<file path="config.mk">
export PLATFORM = sky130hd
export DESIGN_NAME = jtag_hub_router
export DESIGN_NICKNAME = d
export VERILOG_FILES = /design/src/rtl/jtag_hub_router.sv
export SDC_FILE = /design/constraint.sdc
export NUM_CORES = 1
export LEC_CHECK = 0
export CAP_MARGIN = 40
export CORE_MARGIN = 2
export CORE_UTILIZATION = 35
export CTS_CLUSTER_DIAMETER = 40
export DETAILED_ROUTE_END_ITERATION = 16
export PLACE_DENSITY = 0.76
export RECOVER_POWER = 50
export SLEW_MARGIN = 30
export SYNTH_ARGS = -nofsm -noshare
export SYNTH_HDL_FRONTEND = slang
export SYNTH_SLANG_ARGS = --single-unit
</file>
<file path="constraint.sdc">
create_clock -name clk -period 2.4 [get_ports clk]
set_clock_uncertainty 0.05 [all_clocks]
set_input_delay 0.72 -clock clk [delete_from_list [all_inputs] [get_ports clk]]
set_output_delay 0.72 -clock clk [all_outputs]
set_load 0.005 [all_outputs]
</file>
<file path="src/rtl/jtag_hub_router.sv">
// Routes a tagged host word stream to/from CHANNELS IP cores; 1-cycle latency each way, readies follow registered state.
// Define JTAG_HUB_ROUTER_TIMEOUT_EN to drop downstream words that wait TIMEOUT_CYCLES without a channel handshake.
module jtag_hub_router #(
  parameter int CHANNELS       = 4,
  parameter int DATA_WIDTH     = 8,
  parameter int ADDR_WIDTH     = 4,
  parameter logic [CHANNELS*ADDR_WIDTH-1:0] CH_ADDR = {4'hB, 4'h9, 4'hA, 4'hC},
  parameter int TIMEOUT_CYCLES = 1024
) (
  input  logic                           clk,
  input  logic                           rst,
  input  logic                           ce,
  input  logic [ADDR_WIDTH+DATA_WIDTH-1:0] host_dwn_data,
  input  logic                           host_dwn_valid,
  output logic                           host_dwn_ready,
  output logic [ADDR_WIDTH+DATA_WIDTH-1:0] host_up_data,
  output logic                           host_up_valid,
  input  logic                           host_up_ready,
  output logic [DATA_WIDTH-1:0]          chan_dwn_data,
  output logic [CHANNELS-1:0]            chan_dwn_valid,
  input  logic [CHANNELS-1:0]            chan_dwn_ready,
  input  logic [CHANNELS*DATA_WIDTH-1:0] chan_up_data,
  input  logic [CHANNELS-1:0]            chan_up_valid,
  output logic [CHANNELS-1:0]            chan_up_ready,
  output logic [7:0]                     drop_count
);

  localparam int W  = ADDR_WIDTH + DATA_WIDTH;
  localparam int IW = (CHANNELS > 1) ? $clog2(CHANNELS) : 1;

  typedef enum logic {EMPTY, HOLD} dstate_t;

  logic [ADDR_WIDTH-1:0] addr_tab [CHANNELS];
  logic [DATA_WIDTH-1:0] up_tab   [CHANNELS];

  for (genvar g = 0; g < CHANNELS; g++) begin : g_tab
    assign addr_tab[g] = CH_ADDR[g*ADDR_WIDTH +: ADDR_WIDTH];
    assign up_tab[g]   = chan_up_data[g*DATA_WIDTH +: DATA_WIDTH];
  end

  // ---------------- downstream ----------------
  dstate_t               state_q, state_d;
  logic [IW-1:0]         sel_q, sel_d;
  logic [DATA_WIDTH-1:0] dat_q, dat_d;
  logic [7:0]            drop_q, drop_d;
  logic                  drop_inc;

  logic [ADDR_WIDTH-1:0] dwn_addr;
  logic [DATA_WIDTH-1:0] dwn_pay;
  logic                  hit;
  logic [IW-1:0]         hit_idx;
  logic                  sel_ready;
  logic                  dwn_acc;
  logic                  done;

  assign dwn_addr = host_dwn_data[W-1:DATA_WIDTH];
  assign dwn_pay  = host_dwn_data[DATA_WIDTH-1:0];

  always_comb begin
    hit     = 1'b0;
    hit_idx = '0;
    for (int i = 0; i < CHANNELS; i++) begin
      if (!hit && dwn_addr == addr_tab[i]) begin
        hit     = 1'b1;
        hit_idx = IW'(i);
      end
    end
  end

  assign sel_ready      = chan_dwn_ready[sel_q];
  assign host_dwn_ready = ce & ~rst & ((state_q == EMPTY) | sel_ready);
  assign dwn_acc        = host_dwn_valid & host_dwn_ready;
  assign done           = ce & (state_q == HOLD) & sel_ready;

`ifdef JTAG_HUB_ROUTER_TIMEOUT_EN
  localparam int TW = $clog2(TIMEOUT_CYCLES + 1);
  logic [TW-1:0] tcnt_q, tcnt_d;
  logic          expired;

  assign expired = ce & (state_q == HOLD) & ~sel_ready & (tcnt_q == TW'(TIMEOUT_CYCLES - 1));

  always_comb begin
    tcnt_d = tcnt_q;
    if (ce && state_q == HOLD) tcnt_d = tcnt_q + 1'b1;
    if (dwn_acc && hit)        tcnt_d = '0;
  end

  always_ff @(posedge clk) begin
    if (rst) tcnt_q <= '0;
    else     tcnt_q <= tcnt_d;
  end
`else
  logic expired;
  assign expired = 1'b0;
`endif

  always_comb begin
    state_d  = state_q;
    sel_d    = sel_q;
    dat_d    = dat_q;
    drop_inc = 1'b0;
    if (done) state_d = EMPTY;
    if (expired) begin
      state_d  = EMPTY;
      drop_inc = 1'b1;
    end
    // A word accepted in the completion cycle reloads the holding register directly.
    if (dwn_acc) begin
      if (hit) begin
        state_d = HOLD;
        sel_d   = hit_idx;
        dat_d   = dwn_pay;
      end else if (dwn_addr != '0) begin
        drop_inc = 1'b1;
      end
    end
    drop_d = (drop_inc && drop_q != 8'hFF) ? drop_q + 8'd1 : drop_q;
  end

  always_ff @(posedge clk) begin
    if (rst) begin
      state_q <= EMPTY;
      sel_q   <= '0;
      dat_q   <= '0;
      drop_q  <= '0;
    end else begin
      state_q <= state_d;
      sel_q   <= sel_d;
      dat_q   <= dat_d;
      drop_q  <= drop_d;
    end
  end

  always_comb begin
    chan_dwn_valid = '0;
    for (int i = 0; i < CHANNELS; i++)
      chan_dwn_valid[i] = (state_q == HOLD) && (sel_q == IW'(i));
  end

  assign chan_dwn_data = dat_q;
  assign drop_count    = drop_q;

  // ---------------- upstream ----------------
  logic [IW-1:0] last_q, last_d;
  logic [IW-1:0] gnt;
  logic          gnt_vld;
  int            cand;
  logic          up_vld_q, up_vld_d;
  logic [W-1:0]  up_dat_q, up_dat_d;
  logic          up_go;

  always_comb begin
    gnt     = '0;
    gnt_vld = 1'b0;
    cand    = 0;
    for (int i = 0; i < CHANNELS; i++) begin
      cand = int'(last_q) + 1 + i;
      if (cand >= CHANNELS) cand = cand - CHANNELS;
      if (!gnt_vld && chan_up_valid[cand]) begin
        gnt_vld = 1'b1;
        gnt     = cand[IW-1:0];
      end
    end
  end

  assign up_go = ce & ~rst & (~up_vld_q | host_up_ready) & gnt_vld;

  always_comb begin
    chan_up_ready = '0;
    for (int i = 0; i < CHANNELS; i++)
      chan_up_ready[i] = up_go && (gnt == IW'(i));
  end

  always_comb begin
    up_vld_d = up_vld_q;
    up_dat_d = up_dat_q;
    last_d   = last_q;
    if (up_go) begin
      up_vld_d = 1'b1;
      up_dat_d = {addr_tab[gnt], up_tab[gnt]};
      last_d   = gnt;
    end else if (ce && host_up_ready) begin
      up_vld_d = 1'b0;
    end
  end

  always_ff @(posedge clk) begin
    if (rst) begin
      up_vld_q <= 1'b0;
      up_dat_q <= '0;
      last_q   <= IW'(CHANNELS - 1);
    end else begin
      up_vld_q <= up_vld_d;
      up_dat_q <= up_dat_d;
      last_q   <= last_d;
    end
  end

  assign host_up_valid = up_vld_q;
  assign host_up_data  = up_dat_q;

endmodule

</file>
==> flow_summary.ini <==
[floorplanning]
die_w_um = 74.7
num_rows = 25
io_pins = 95
die_area_mm2 = 0.00559
coreArea_mm2 = 0.00479
start_util = 0.366
die-height_um = 74.7

[timing]
rsz0062_at_grt = true
tns_ns = -0.728
slew_headroom = 0.631
worst_pin_slew_ns = 0.554
fin_ws_ns = -0.204
maxSlewViolCount = 0
hold_viol_final = 0
setup_violations = 5
post-route-period-util = 1.09
fin_crit_ns = 2.60
fmax_mhz = 384

[final_layout]
area_growth_pct = 80.9
final_common_cell = clkdlybuf4s50_1
drive_gt1_frac = 0.219
final_cell_mix = clkdlybuf4s50_1 (52), dfxtp_1 (34), buf_4 (32)
final_util = 0.662
antenna_cells = 0
layout.cells.non_filler = 391
nets = 381

[cts]
cts_hold_buf = 0
cts_buffers = 5
clock-sinks = 34
root_buffer = clkbuf_8
tritoncts = yes
clock_path_buffers = 2
htree_levels = 2
insertion_delay_ns = 0.28
path_clk_slew_ns = 0.07

[detailed_routing]
drtIter0Drc = 66
avgViaCountPerCell = 4.98
drc_errors = 0
finalWirelength_um = 5590
wl_per_cell_um = 14.3
dr.pass1.iters = 4
antenna_left = 0
dr_total_vias = 1949

[global_routing]
grt.total_usage = 0.208
grt-ovfl-total = 0
antenna_found_initial = 0
grt_pass1_vias = 1905
grt_pass1_wl_um = 8790
grt_max_degree = 21

[synth]
synth_edf_count = 0
synth_seq_cells = 34
synth_fp_nets = 253
synthesis.area_mm2 = 0.00175
synth-main-ff-cell = dfxtp_1
synthArstFlopShare = 0
synth-seq-area-share = 0.389
synth_cells = 195
yosysUniqueCellTypes = 44
avgSynthCellArea_um2 = 8.98
yosysWarnings = 0

[worst_setup_path]
arrival_ns = 1.83
required_ns = 1.63
critPathLaunchType = primary input
crit_slowest_cell = a311o_1
critPathCaptureType = primary output
critPathKind = in -> out
cp_cell_sequence = buf_8, o211ai_1, o21ai_1, a311o_1, buf_4, nand2b_4, nor2_2, buf_2
cp_top_family = compound AO/OA/AOI/OAI gates
timing.critical_path.buf_inv = 3
cp_max_fo = 3
critPathMaxStageDelay_ns = 0.32

[hold_path]
hold_class = reg -> reg

[place]
dp.cells = 374
place_hpwl_um = 4110
port_buffers = 94
place_congestion = 0.788

[run_status]
status = finished with violations
violations = negative setup slack

[job]
max_cap_violations = 0

[power_and_ir_drop]
p_leak_uw = 0.00140
p_per_area_mw_per_mm2 = 518
vdd_drop_max_v = 0.000396
[timing repair]
| action | 4_1_cts | 5_1_grt |
|---|---|---|
| setup buffers | 8 | 1 |
| pin swaps | 9 | 4 |
| gates resized for setup | 63 | 3 |
| endpoints found under the setup margin | 6 | 6 |
[registers in the layout, summed over array words and instances (netlist names)]
name / count
host_up_data: 12
host_up_valid: 1
state_q: 1
sel_q: 2
last_q: 2
chan_dwn_data: 8
drop_count: 8
[power breakdown]
group	leakage [µW]	internal (µW)	switching, µW
clock	0.0000714	443	219
sequential	0.000277	592	17.0
combinational	0.00105	227	143
total	0.00140	1260	379
[kinds of logic (layout without fill, tap and decap cells)]
logic type / count (synthesis) / count (layout) / synth area share
simple gates: 68 / 68 / 0.199
compound gates: 43 / 43 / 0.173
flops: 34 / 34 / 0.389
mux: 29 / 29 / 0.173
buf+inv: 18 / 147 / 0.0493
xor+xnor: 2 / 2 / 0.0100
fa+ha+maj: 1 / 1 / 0.00714
[cell usage after synthesis, types with 2 or more instances]
master / instances / area (µm²)
buf_4: 2 / 15.0
o41ai_1: 2 / 17.5
dfxtp_1: 34 / 681
a21oi_1: 13 / 65.1
mux2i_1: 28 / 280
or3_1: 4 / 25.0
nand2_1: 13 / 48.8
nand2b_1: 3 / 18.8
nand4_1: 3 / 18.8
clkbuf_1: 5 / 18.8
inv_1: 8 / 30.0
nor3_1: 2 / 10.0
o221ai_1: 8 / 70.1
o21ai_0: 7 / 35.0
nor2_1: 20 / 75.1
nand3_1: 15 / 75.1
[worst paths after layout]
check	startpoint	end	slack [ns]	cells after the start
worst max-delay path	chan_up_valid[0]	chan_up_ready[2]	-0.20	8
worst min-delay path	host_up_data[8]	host_up_data[8]	0.41	2
worst max register to register	sel_q[0]	drop_count[1]	0.41	8
worst min register to register	host_up_data[8]	host_up_data[8]	0.41	2
[through the flow]
step                      cell area, µm²  total power (µW)  setup WS [ns]  hold slack, ns
after CTS                           3180              1660         -0.258           0.414
after global placement              2980               980         -0.900           0.391
after floorplan                     1790               768        -0.0385           0.403
final                               3170              1640         -0.204           0.408
after detailed placement            2980               984         -0.927           0.403
after global routing                3170              1710         -0.265           0.448
[per-layer routing]
metal / part of all wire / global-route usage / vias up
li1: - / - / 974
met1: 0.41 / 0.241 / 899
met2: 0.51 / 0.364 / 70
met3: 0.070 / 0.0750 / 6
met4: 0.013 / 0.0575 / 0
met5: 0 / 0 / -
[area by class of cell]
type                            count  area, µm²
Fill cell                         401       1620
Tap cell                           67       83.8
Inverter                            9       36.3
Clock buffer                        6       82.6
Multi-Input combinational cell    143       1030
Clock inverter                      2       60.1
Timing Repair Buffer              130       1190
Sequential cell                    34        681
[worst reg2reg max path, cell delays in order (launching register included)]
cell and delay, ns:
dfxtp_1 0.36, mux4_2 0.56, o21ai_4 0.19, inv_4 0.05, buf_4 0.13, buf_4 0.13
nand4b_4 0.15, mux2i_1 0.22, nor2_1 0.05
Note: power is estimated with default switching activity, not from simulation.
